--- src/rtl/word_symbol_mux.sv ---
`default_nettype none
// ============================================================================
//  Module      : word_symbol_mux
//  Description : Transmit-side nibble multiplexer. Accepts one DATA_W-bit
//                word over a valid/ready handshake and presents its NSYM
//                symbols (most significant nibble first) to the chip
//                spreader, advancing one slot per request strobe.
//                Optional underrun flag: define WORD_SYMBOL_MUX_UNDERRUN_EN.
//  Revision    : 1.0  initial release
// ============================================================================
module word_symbol_mux #(
    parameter int DATA_W = 16,
    parameter int SYM_W  = 4,
    parameter int NSYM   = 4,
    parameter int SEL_W  = $clog2(NSYM)
) (
    input  logic              inClk,
    input  logic              inRst,
    input  logic [DATA_W-1:0] inData,
    input  logic              inValid,
    output logic              outReady,
    input  logic              inSymReq,
    output logic [SYM_W-1:0]  outSym,
    output logic              outSymValid,
    output logic [SEL_W-1:0]  outSel,
    output logic              outLast,
`ifdef WORD_SYMBOL_MUX_UNDERRUN_EN
    input  logic              inUnderrunClr,
    output logic              outUnderrun,
`endif
    output logic              outBusy
);

    // DATA_W is expected to equal SYM_W*NSYM; slot k covers the k-th
    // SYM_W-wide field counted from the most significant end.

    typedef enum logic [0:0] {
        S_IDLE   = 1'b0,
        S_ACTIVE = 1'b1
    } state_t;

    state_t              r_state;
    logic [SEL_W-1:0]    r_sel;
    logic [DATA_W-1:0]   r_word;

    logic                w_active;
    logic                w_last;
    logic                w_ready;
    logic                w_accept;
    logic [SYM_W-1:0]    w_slots [NSYM];

    // Slot k = word[DATA_W-1-SYM_W*k -: SYM_W]; slot 0 is the top nibble so a
    // looped-back word reassembles in the same order on the receive side.
    for (genvar k = 0; k < NSYM; k++) begin : g_slot
        assign w_slots[k] = r_word[DATA_W-1-SYM_W*k -: SYM_W];
    end

    assign w_active = (r_state == S_ACTIVE);
    assign w_last   = (r_sel == SEL_W'(NSYM - 1));

    // Ready in IDLE, or while the last symbol of the word is being consumed,
    // which lets the next word follow without a bubble.
    assign w_ready  = !w_active || (w_last && inSymReq);
    assign w_accept = inValid && w_ready;

    assign outReady    = w_ready;
    assign outSymValid = w_active;
    assign outSym      = w_active ? w_slots[r_sel] : '0;
    assign outSel      = r_sel;
    assign outLast     = w_active && w_last;
    assign outBusy     = w_active;

    // Control FSM: load on handshake, advance slot on each request, fall back
    // to IDLE after the last slot when no new word is offered.
    always_ff @(posedge inClk) begin
        if (inRst) begin
            r_state <= S_IDLE;
            r_sel   <= '0;
            r_word  <= '0;
        end else if (w_accept) begin
            r_word  <= inData;
            r_sel   <= '0;
            r_state <= S_ACTIVE;
        end else if (w_active && inSymReq) begin
            if (w_last) begin
                r_state <= S_IDLE;
                r_sel   <= '0;
            end else begin
                r_sel   <= r_sel + SEL_W'(1);
            end
        end
    end

`ifdef WORD_SYMBOL_MUX_UNDERRUN_EN
    logic r_underrun;

    // Sticky underrun flag: a request while no symbol is live; clear wins.
    always_ff @(posedge inClk) begin
        if (inRst) begin
            r_underrun <= 1'b0;
        end else if (inUnderrunClr) begin
            r_underrun <= 1'b0;
        end else if (inSymReq && !w_active) begin
            r_underrun <= 1'b1;
        end
    end

    assign outUnderrun = r_underrun;
`endif

endmodule
`default_nettype wire

--- config.mk ---
export PLATFORM = sky130hd
export DESIGN_NAME = word_symbol_mux
export DESIGN_NICKNAME = d
export VERILOG_FILES = /design/src/rtl/word_symbol_mux.sv
export SDC_FILE = /design/constraint.sdc
export NUM_CORES = 1
export LEC_CHECK = 0
export BUFFER_PORTS_ARGS = -buffer_cell sky130_fd_sc_hd__buf_2
export CAP_MARGIN = 10
export CORE_ASPECT_RATIO = 1.25
export CORE_MARGIN = 10
export CORE_UTILIZATION = 30
export CTS_BUF_LIST = sky130_fd_sc_hd__clkbuf_8
export DETAILED_ROUTE_END_ITERATION = 16
export PLACE_DENSITY = 0.52
export SYNTH_ARGS = -nofsm -noshare
export SYNTH_HDL_FRONTEND = slang
export SYNTH_SLANG_ARGS = --single-unit
export TNS_END_PERCENT = 1
--- constraint.sdc ---
create_clock -name inClk -period 1.42 [get_ports inClk]
set_input_delay 0 -clock inClk [delete_from_list [all_inputs] [get_ports inClk]]
set_output_delay 0 -clock inClk [all_outputs]
set_load 0.005 [all_outputs]
==> results of run 1 <==
per-layer routing:
layer | GRT usage | up-vias | wire, um
met2 | 0.1139 | 18 | 1058
li1 | - | 392 | -
met5 | 0 | - | 0
met3 | 0.02768 | 2 | 132
met4 | 0.03633 | 0 | 18
met1 | 0.08988 | 348 | 1091
power breakdown:
group / switching, W / internal, W
clock network: 0.000179 / 0.000192
logic: 0.0000806 / 0.000118
registers: 0.0000169 / 0.000564
cells by family (layout without fill, tap and decap cells):
| group | Yosys count | in the layout | synth area share |
|---|---|---|---|
| adder cells (fa/ha/maj) | 1 | 1 | 0.01210 |
| multiplexers | 22 | 22 | 0.2615 |
| flip-flops | 19 | 19 | 0.3680 |
| AO/OA/AOI/OAI | 2 | 2 | 0.02664 |
| buffers and inverters | 9 | 45 | 0.06779 |
| AND/OR/NAND/NOR | 44 | 44 | 0.2639 |
cell type report:
| type | instances | area share |
|---|---|---|
| Clock buffer | 3 | 0.03056 |
| Clock inverter | 1 | 0.002778 |
| Inverter | 1 | 0.002778 |
| Multi-Input combinational cell | 69 | 0.4407 |
| Sequential cell | 19 | 0.2843 |
| Tap cell | 37 | 0.03426 |
| Timing Repair Buffer | 40 | 0.2046 |
worst max-delay path: stages, from the launching register on:
cell and delay (ns):
dfxtp_4 0.37, buf_6 0.11, mux4_2 0.48, and2_4 0.15, buf_6 0.11
state kept, by name, summed over array words and instances, names as in the netlist:
register and count:
outBusy 1, outSel 2, r_word 16
through the flow:
step	setup WS [ns]	std cells	cell area, um^2	total power, W
after floorplan	0.01750	97	1033	0.0007205
after global placement	0.1627	160	1209	0.0007745
after detailed placement	0.1098	160	1209	0.0007773
after CTS	-0.04579	170	1341	0.001165
after global routing	-0.1041	170	1351	0.001212
final	-0.05187	170	1351	0.001151
path summary, 6_finish.rpt:
path / from / end / slack (ns) / cells after the start
max: outSel[1] / outSym[1] / -0.05 / 4
min: inData[5] / r_word[5] / 0.002 / 3
max reg2reg: outSel[1] / r_word[7] / 0.08 / 6
min reg2reg: r_word[9] / r_word[9] / 0.47 / 2
what timing repair did:
item	CTS	global route
resized for setup	9	3
hold buffers	4	0
endpoints found under the setup margin	4	20
pin swaps	4	0
cloned	0	0
setup buffers	2	0
hold endpoints to repair	4	0
cell usage in the layout, fill, tap and decap left out, drive strengths merged:
master	n
buf	36
nand2b	32
dfxtp	19
mux2i	18
and2	5
mux4	4
nor2	4
dlygate4sd3	4
clkbuf	3
inv	2
a21boi	1
nor2b	1
nand2	1
nor3	1
a32oi	1
ha	1
==> results.py, run 1 <==
metrics = {
    "run_status": {
        "status": "complete, but fails checks",
        "violations_in_the_final_reports": "setup timing",
    },
    "drt": {
        "wire_per_inst_um": 13.54,
        "post-route-drc-count": 0,
        "routed-via-count": 760,
        "drt_iter0_drc": 29,
        "final_antenna_net_count": 0,
        "first_pass_iters": 4,
        "vias_per_cell": 4.471,
        "drt-total-wl_mm": 2.301,
    },
    "finish": {
        "final_core_utilization": 0.4155,
        "final_net_count": 155,
        "multiInputGateArea_um2": 595.6,
        "drive_above_1_share": 0.3910,
        "num-fill-cells": 332,
        "diodes": 0,
        "final-seq-area_um2": 384.1,
        "area_overhead_vs_synth_pct": 30.75,
    },
    "place": {
        "buffer_ports.inserted": 29,
        "place_congestion": 0.7113,
        "dp.final_hpwl_mm": 1.659,
    },
    "logic_synthesis": {
        "synth_cell_type_count": 19,
        "yosysWarningCount": 0,
        "mappedNetlistArea_um2": 1033,
        "synth.largest_area_cell": "dfxtp_1",
        "syn_area_per_cell_um2": 10.65,
        "post_synth_inst_count": 97,
        "synth.top_cells.by_area": "dfxtp_1 (37%), nand2b_1 (19%), mux2i_1 (17%)",
        "ys_ff_latch": 19,
        "ys.flop_type": "dfxtp_1",
        "synth_enable_flop_cells": 0,
        "net_count_after_synthesis": 118,
        "synth.most_common_cell": "nand2b_1",
        "synthTopCellsByCount": "nand2b_1 (32), dfxtp_1 (19), mux2i_1 (18), mux4_2 (4), nor2_1 (4)",
        "post-synth-top-area-fraction": 0.3680,
        "synth_async_sr_flop_share": 0,
        "seq_total_area_yosys": 0.3680,
    },
    "timing": {
        "hold_slack_ns": 0.001532,
        "final-hold-violation-count": 0,
        "rsz0062_at_grt": "true",
        "final-max-slew-violation-count": 0,
        "worst_clock_skew_ns": 0.002129,
        "final.period_utilization": 1.037,
        "slew_headroom": 0.7072,
        "setup_violations": 4,
        "fin_crit_ns": 1.472,
        "setup_total_negative_slack_ns": -0.1996,
        "setup_ws_ns": -0.05187,
        "clock.fmax_mhz": 679.4,
        "worstMarginPinSlew_ns": 0.4393,
    },
    "floorplan": {
        "std_cell_rows": 23,
        "top_level_ports": 30,
        "std_cell_core_area_um2": 3252,
        "initial_core_util": 0.3178,
        "floorplan.die_area_um2": 6207,
        "die_width_um": 72.50,
        "floorplan.die.height_um": 85.62,
    },
    "setup_path": {
        "critPathRequiredTime_ns": 1.42,
        "critPathMaxFanout": 3,
        "type_of_origin_of_the_critical_path": "flip-flop",
        "worst-setup-path-type": "flip-flop to primary output",
        "critPathArrivalTime_ns": 1.47,
        "setup.worst_path.end_class": "primary output",
    },
    "power_and_ir_drop": {
        "leakagePower_nw": 0.5973,
        "power.density_cell_area_nw_per_um2": 851.8,
        "ir_worst_vdd_mv": 0.5193,
    },
    "worst_hold_path": {
        "hold_path_class": "input pin to flip-flop",
    },
    "clock_network": {
        "cts.sink_count": 19,
        "clock-root-buffer": "clkbuf_8",
        "clk_latency_ns": 0.25,
        "cts_tree": "built",
        "cts_max_level": 1,
        "worst_setup_hold_path_clk_slew_ns": 0.07,
        "numCtsBuffers": 3,
        "max-clock-path-buffers": 2,
    },
    "grt": {
        "grt_start_max_net_pins": 36,
        "grt_antenna_before_repair": 0,
        "grt_pass1_wl_mm": 3.774,
        "grt_pass1_vias": 807,
        "grt.total_usage": 0.07479,
        "gr-total-overflow": 0,
    },
    "job": {
        "cap_violations": 0,
    },
}
No activity file was read; power rests on OpenSTA's default activity.
==> run 2, diff against run 1 <==
- PLACE_DENSITY: 0.52 -> 0.5
- clock period: 1.42 -> 1.6 ns (I/O delays scaled with it)
==> run 2 against run 1 <==
  * The flow now finishes without violations
  * Non-clock buffer count up 7
  * First-iteration DRC count decreased by 55%
  * Clock skew is essentially flat
  * Worst hold slack about the same
  * Global-route usage hardly changed
  * Highest routed layer unchanged
  * Critical endpoint unchanged
  * Total power shrank 9.6%
==> results.py, run 2 (synthesized netlist as in run 1, its figures left out) <==
metrics = {
    "run_status": {
        "status": "finished clean",
    },
    "power_and_ir_drop": {
        "ir_worst_vdd_mv": 0.3828,
        "leakagePower_nw": 0.6155,
        "power.density_cell_area_nw_per_um2": 745.9,
    },
    "finish": {
        "final_core_utilization": 0.4290,
        "num-fill-cells": 347,
        "leading_cell_type_in_the_layout_fill_and_taps_excluded": "nand2b_1",
        "drive_above_1_share": 0.3429,
        "diodes": 0,
        "finish.instance_area_um2": 1395,
        "area_overhead_vs_synth_pct": 34.99,
        "largest_register_ffs": 16,
        "top_register_by_number_of_flip_flops": "r_word",
        "final_net_count": 162,
        "commonest_cells_after_routing_fill_and_taps_aside": "nand2b_1 (32), buf_2 (29), mux2i_1 (18), dfxtp_1 (18), dlygate4sd3_1 (14)",
    },
    "worst_hold_path": {
        "hold_path.startpoint": "inData[9]",
        "hold_path_class": "input pin to flip-flop",
    },
    "timing": {
        "clock.fmax_mhz": 658.8,
        "setup_total_negative_slack_ns": 0,
        "final.period_utilization": 0.9487,
        "rsz0062_at_grt": "false",
        "fin_crit_ns": 1.518,
        "setup_violations": 0,
        "final-hold-violation-count": 0,
        "final-max-slew-violation-count": 0,
        "worst_clock_skew_ns": 0.002499,
        "worstMarginPinSlew_ns": 0.4234,
        "slew_headroom": 0.7177,
    },
    "drt": {
        "final_antenna_net_count": 0,
        "post-route-drc-count": 0,
        "first_pass_iters": 4,
        "drt-total-wl_mm": 2.199,
        "vias_per_cell": 4.424,
        "routed-via-count": 783,
        "drt_iter0_drc": 13,
        "wire_per_inst_um": 12.42,
    },
    "place": {
        "buffer_ports.inserted": 29,
        "postPlaceCellArea_um2": 1201,
        "place_congestion": 0.7089,
    },
    "clock_network": {
        "cts_max_level": 1,
        "numCtsBuffers": 3,
        "worst_setup_hold_path_clk_slew_ns": 0.07,
        "clock-root-buffer": "clkbuf_8",
        "cts.sink_count": 19,
        "cts_tree": "built",
        "clk_latency_ns": 0.26,
        "max-clock-path-buffers": 2,
        "post-cts-setup-buffers": 0,
    },
    "grt": {
        "grt_pass1_wl_mm": 3.801,
        "grt.total_usage": 0.07500,
        "grt_start_max_net_pins": 36,
        "grt_pass1_vias": 852,
        "gr-total-overflow": 0,
        "grt_antenna_before_repair": 0,
    },
    "floorplan": {
        "floorplan.die.height_um": 85.62,
        "die_width_um": 72.50,
        "floorplan.die_area_um2": 6207,
        "std_cell_rows": 23,
        "initial_core_util": 0.3178,
        "top_level_ports": 30,
        "std_cell_core_area_um2": 3252,
    },
    "setup_path": {
        "crit_path_max_incr_delay_ns": 0.48,
        "critPathRequiredTime_ns": 1.60,
        "critPathArrivalTime_ns": 1.52,
        "setup.worst_path.start": "outSel[1]",
        "critPathMaxFanout": 5,
        "critical_path_cell_by_cell": "buf_6, mux4_2, and2_1, buf_2",
        "slowest_stage": "mux4_2",
        "worst-setup-path-type": "flip-flop to primary output",
        "setup.worst_path.end_class": "primary output",
        "critical_path.reg2reg.startpoint": "outSel[1]",
        "type_of_origin_of_the_critical_path": "flip-flop",
    },
    "job": {
        "cap_violations": 0,
    },
}
## run 2: path summary, 6_finish.rpt
kind / to / slack, ns / cells after the start
setup / recovery: outSym[1] / 0.08 / 4
hold / removal: r_word[9] / 0.002 / 3
setup reg to reg: r_word[7] / 0.30 / 5
hold reg to reg: r_word[10] / 0.47 / 2
## run 2: where the power goes
part / switching, W / total, W / internal, W
sequential: 0.0000141 / 0.000516 / 0.000502
clock: 0.000164 / 0.000338 / 0.000173
combinational: 0.0000718 / 0.000187 / 0.000115
total: 0.000250 / 0.00104 / 0.000790
## run 2: repair_timing
item                                   CTS  global route
gates resized for setup                  1             3
setup endpoints to repair                2             4
endpoints found under the hold margin   14             0
hold buffers                            14             0
## run 2: per-layer routing
metal | GRT usage | share of wire | vias up
met1 | 0.09049 | 0.47 | 349
met4 | 0.04671 | 0.024 | 0
met3 | 0.02653 | 0.069 | 5
met5 | 0 | 0 | -
li1 | - | - | 406
met2 | 0.1100 | 0.44 | 23
## run 2: final cells by class
cell class                      instances  area [um^2]  area share
Sequential cell                        19        381.6      0.2735
Tap cell                               37        46.29     0.03318
Multi-Input combinational cell         69        585.6      0.4197
Timing Repair Buffer                   47        331.6      0.2377
Clock inverter                          1        5.005    0.003587
Inverter                                1        3.754    0.002691
Clock buffer                            3        41.29     0.02960
## run 2: metrics by stage
step / std cells / hold WS (ns) / worst slack (ns) / power (W)
4_1_cts: 177 / 0.0004076 / 0.008152 / 0.001059
3_3_place_gp: 159 / 0.2468 / 0.3013 / 0.0006871
2_1_floorplan: 97 / 0.09872 / 0.1975 / 0.0006394
5_1_grt: 177 / 0.0001154 / 0.005933 / 0.001106
6_report: 177 / 0.001948 / 0.08211 / 0.001041
3_5_place_dp: 159 / 0.2586 / 0.2862 / 0.0006900
## run 2: worst max-delay path: cells and delay by family (launching register included)
| family | cells | cell delay (ns) |
|---|---|---|
| buffers and inverters | 2 | 0.26 |
| muxes | 1 | 0.48 |
| DFF | 1 | 0.35 |
| and+or+nand+nor | 1 | 0.18 |
==> run 3, diff against run 2 <==
- SETUP_SLACK_MARGIN: unset -> 0.5
==> run 3 against run 2 <==
  * Highest routed layer unchanged
  * Sequential cell count unchanged
  * Register-to-register slack got worse by 0.04 ns
  * Setup slack better by 0.10 ns
  * Worst hold slack improved by 0.00059 ns
  * Routed wire length grew 1.5%
  * Clock power shrank 5.9%
  * Largest power group unchanged
  * Total power down 3.9%
  * Core utilization fell by 3.3 points
  * Via count is 4.9% lower
  * Non-clock buffer count shrank 14
  * First-iteration DRC count decreased by 31%
==> results.py, run 3 (synthesized netlist as in run 1, its figures left out) <==
metrics = {
    "clock_network": {
        "clk_latency_ns": 0.25,
        "worst_setup_hold_path_clk_slew_ns": 0.07,
        "cts.sink_count": 19,
        "max-clock-path-buffers": 2,
        "numCtsBuffers": 3,
        "clock-root-buffer": "clkbuf_8",
        "cts_max_level": 1,
        "cts_tree": "built",
    },
    "finish": {
        "final_core_utilization": 0.3963,
        "area_overhead_vs_synth_pct": 24.70,
        "finish.instance_area_um2": 1289,
        "largest_register_ffs": 16,
        "top_register_by_number_of_flip_flops": "r_word",
        "diodes": 0,
        "commonest_cells_after_routing_fill_and_taps_aside": "nand2b_1 (32), buf_2 (27), mux2i_1 (18), dfxtp_1 (17)",
        "leading_cell_type_in_the_layout_fill_and_taps_excluded": "nand2b_1",
        "drive_above_1_share": 0.3968,
        "final_net_count": 148,
    },
    "setup_path": {
        "critical_path_cell_by_cell": "mux4_2, and2_4, buf_2",
        "crit_path_max_incr_delay_ns": 0.50,
        "setup.worst_path.end_class": "primary output",
        "ff2ff_path_depth": 6,
        "critical_path.reg2reg.startpoint": "outSel[1]",
        "slowest_stage": "mux4_2",
        "worst-setup-path-type": "flip-flop to primary output",
        "worstReg2RegEnd": "r_word[3]",
        "setup.reg_to_reg.worst_slack_ns": 0.26,
        "type_of_origin_of_the_critical_path": "flip-flop",
        "critPathArrivalTime_ns": 1.42,
        "critPathMaxFanout": 7,
        "critPathRequiredTime_ns": 1.60,
    },
    "drt": {
        "vias_per_cell": 4.571,
        "first_pass_iters": 4,
        "final_antenna_net_count": 0,
        "routed-via-count": 745,
        "wire_per_inst_um": 13.69,
        "drt_iter0_drc": 9,
        "drt-total-wl_mm": 2.232,
        "post-route-drc-count": 0,
    },
    "timing": {
        "final.period_utilization": 0.8850,
        "fin_crit_ns": 1.416,
        "final-max-slew-violation-count": 0,
        "rsz0062_at_grt": "true",
        "final-hold-violation-count": 0,
        "clock.fmax_mhz": 706.2,
        "setup_total_negative_slack_ns": 0,
        "setup_violations": 0,
        "slew_headroom": 0.7082,
        "worstMarginPinSlew_ns": 0.4377,
        "worst_clock_skew_ns": 0.002508,
    },
    "grt": {
        "grt_antenna_before_repair": 0,
        "gr-total-overflow": 0,
        "grt.total_usage": 0.07550,
        "grt_pass1_vias": 804,
        "grt_pass1_wl_mm": 3.850,
        "grt_start_max_net_pins": 36,
    },
    "worst_hold_path": {
        "hold_path.startpoint": "inData[8]",
        "hold_path_class": "input pin to flip-flop",
        "hold-path-cell-count": 3,
        "worst_hold_path.endpoint": "r_word[8]",
    },
    "power_and_ir_drop": {
        "power.density_cell_area_nw_per_um2": 775.9,
        "leakagePower_nw": 0.5592,
        "ir_worst_vdd_mv": 0.3616,
    },
    "place": {
        "postPlaceCellArea_um2": 1204,
        "place_congestion": 0.7691,
        "buffer_ports.inserted": 29,
        "dp.final_hpwl_mm": 1.670,
    },
    "floorplan": {
        "initial_core_util": 0.3178,
        "std_cell_core_area_um2": 3252,
        "std_cell_rows": 23,
        "die_width_um": 72.50,
        "floorplan.die.height_um": 85.62,
        "top_level_ports": 30,
        "floorplan.die_area_um2": 6207,
    },
    "job": {
        "cap_violations": 0,
    },
    "run_status": {
        "status": "finished clean",
    },
}
## run 3: timing repair
item                                    in CTS  in global routing
endpoints found under the setup margin      23                 24
pin swaps                                    4                  0
hold buffers                                 1                  0
cloned                                       0                  0
buffers inserted                             1                  0
gates resized for setup                      6                  1
endpoints found under the hold margin        1                  0
## run 3: where the power goes
part	switching [W]	internal (W)	total [W]	leakage, nW
Clock	0.000148	0.000170	0.000318	0.0269
Sequential	0.0000200	0.000500	0.000520	0.158
Combinational	0.0000660	0.0000964	0.000162	0.375
## run 3: worst max-delay path by stage
stage / startpoint / to / slack (ns) / depth (start not counted)
after CTS: outSel[1] / outSym[2] / 0.16 / 3
after floorplan: outSel[0] / r_word[15] / 0.38 / 6
final: outSel[1] / outSym[3] / 0.18 / 3
after global placement: outSel[1] / outSym[2] / 0.33 / 3
after global routing: outSel[1] / outSym[1] / 0.12 / 3
after detailed placement: outSel[1] / r_word[7] / 0.28 / 5
## run 3: final cells by class
cell class                 count  area, um^2
sequential                    19       387.9
clock buffer                   3       41.29
multi-input combinational     69       603.1
fill                         342        1963
inverter                       1       3.754
tap                           37       46.29
clock inverter                 1       3.754
timing repair buffer          33       202.7
## run 3: worst max-delay path, delay by kind of cell, from the launching register on
kind	cells	cell delay, ns
buf+inv	1	0.12
flops	1	0.40
mux	1	0.50
simple gates	1	0.14
## run 3: per-layer routing
layer  global-route usage  part of all wire  vias up
met2               0.1124              0.47       18
li1                     -                 -      380
met1              0.09194              0.45      345
met3              0.02999             0.071        2
met4              0.03633            0.0076        0
met5                    0                 0        -
## run 3: stage by stage
step	hold slack, ns	worst slack, ns	power (W)	std cells
after floorplan	0.09872	0.3804	0.0006401	97
after global placement	0.2380	0.3292	0.0006855	157
after detailed placement	0.2571	0.2768	0.0006893	157
after CTS	0.00001248	0.1633	0.001016	163
after global routing	0.004417	0.1207	0.001059	163
final	0.002539	0.1839	0.0009999	163
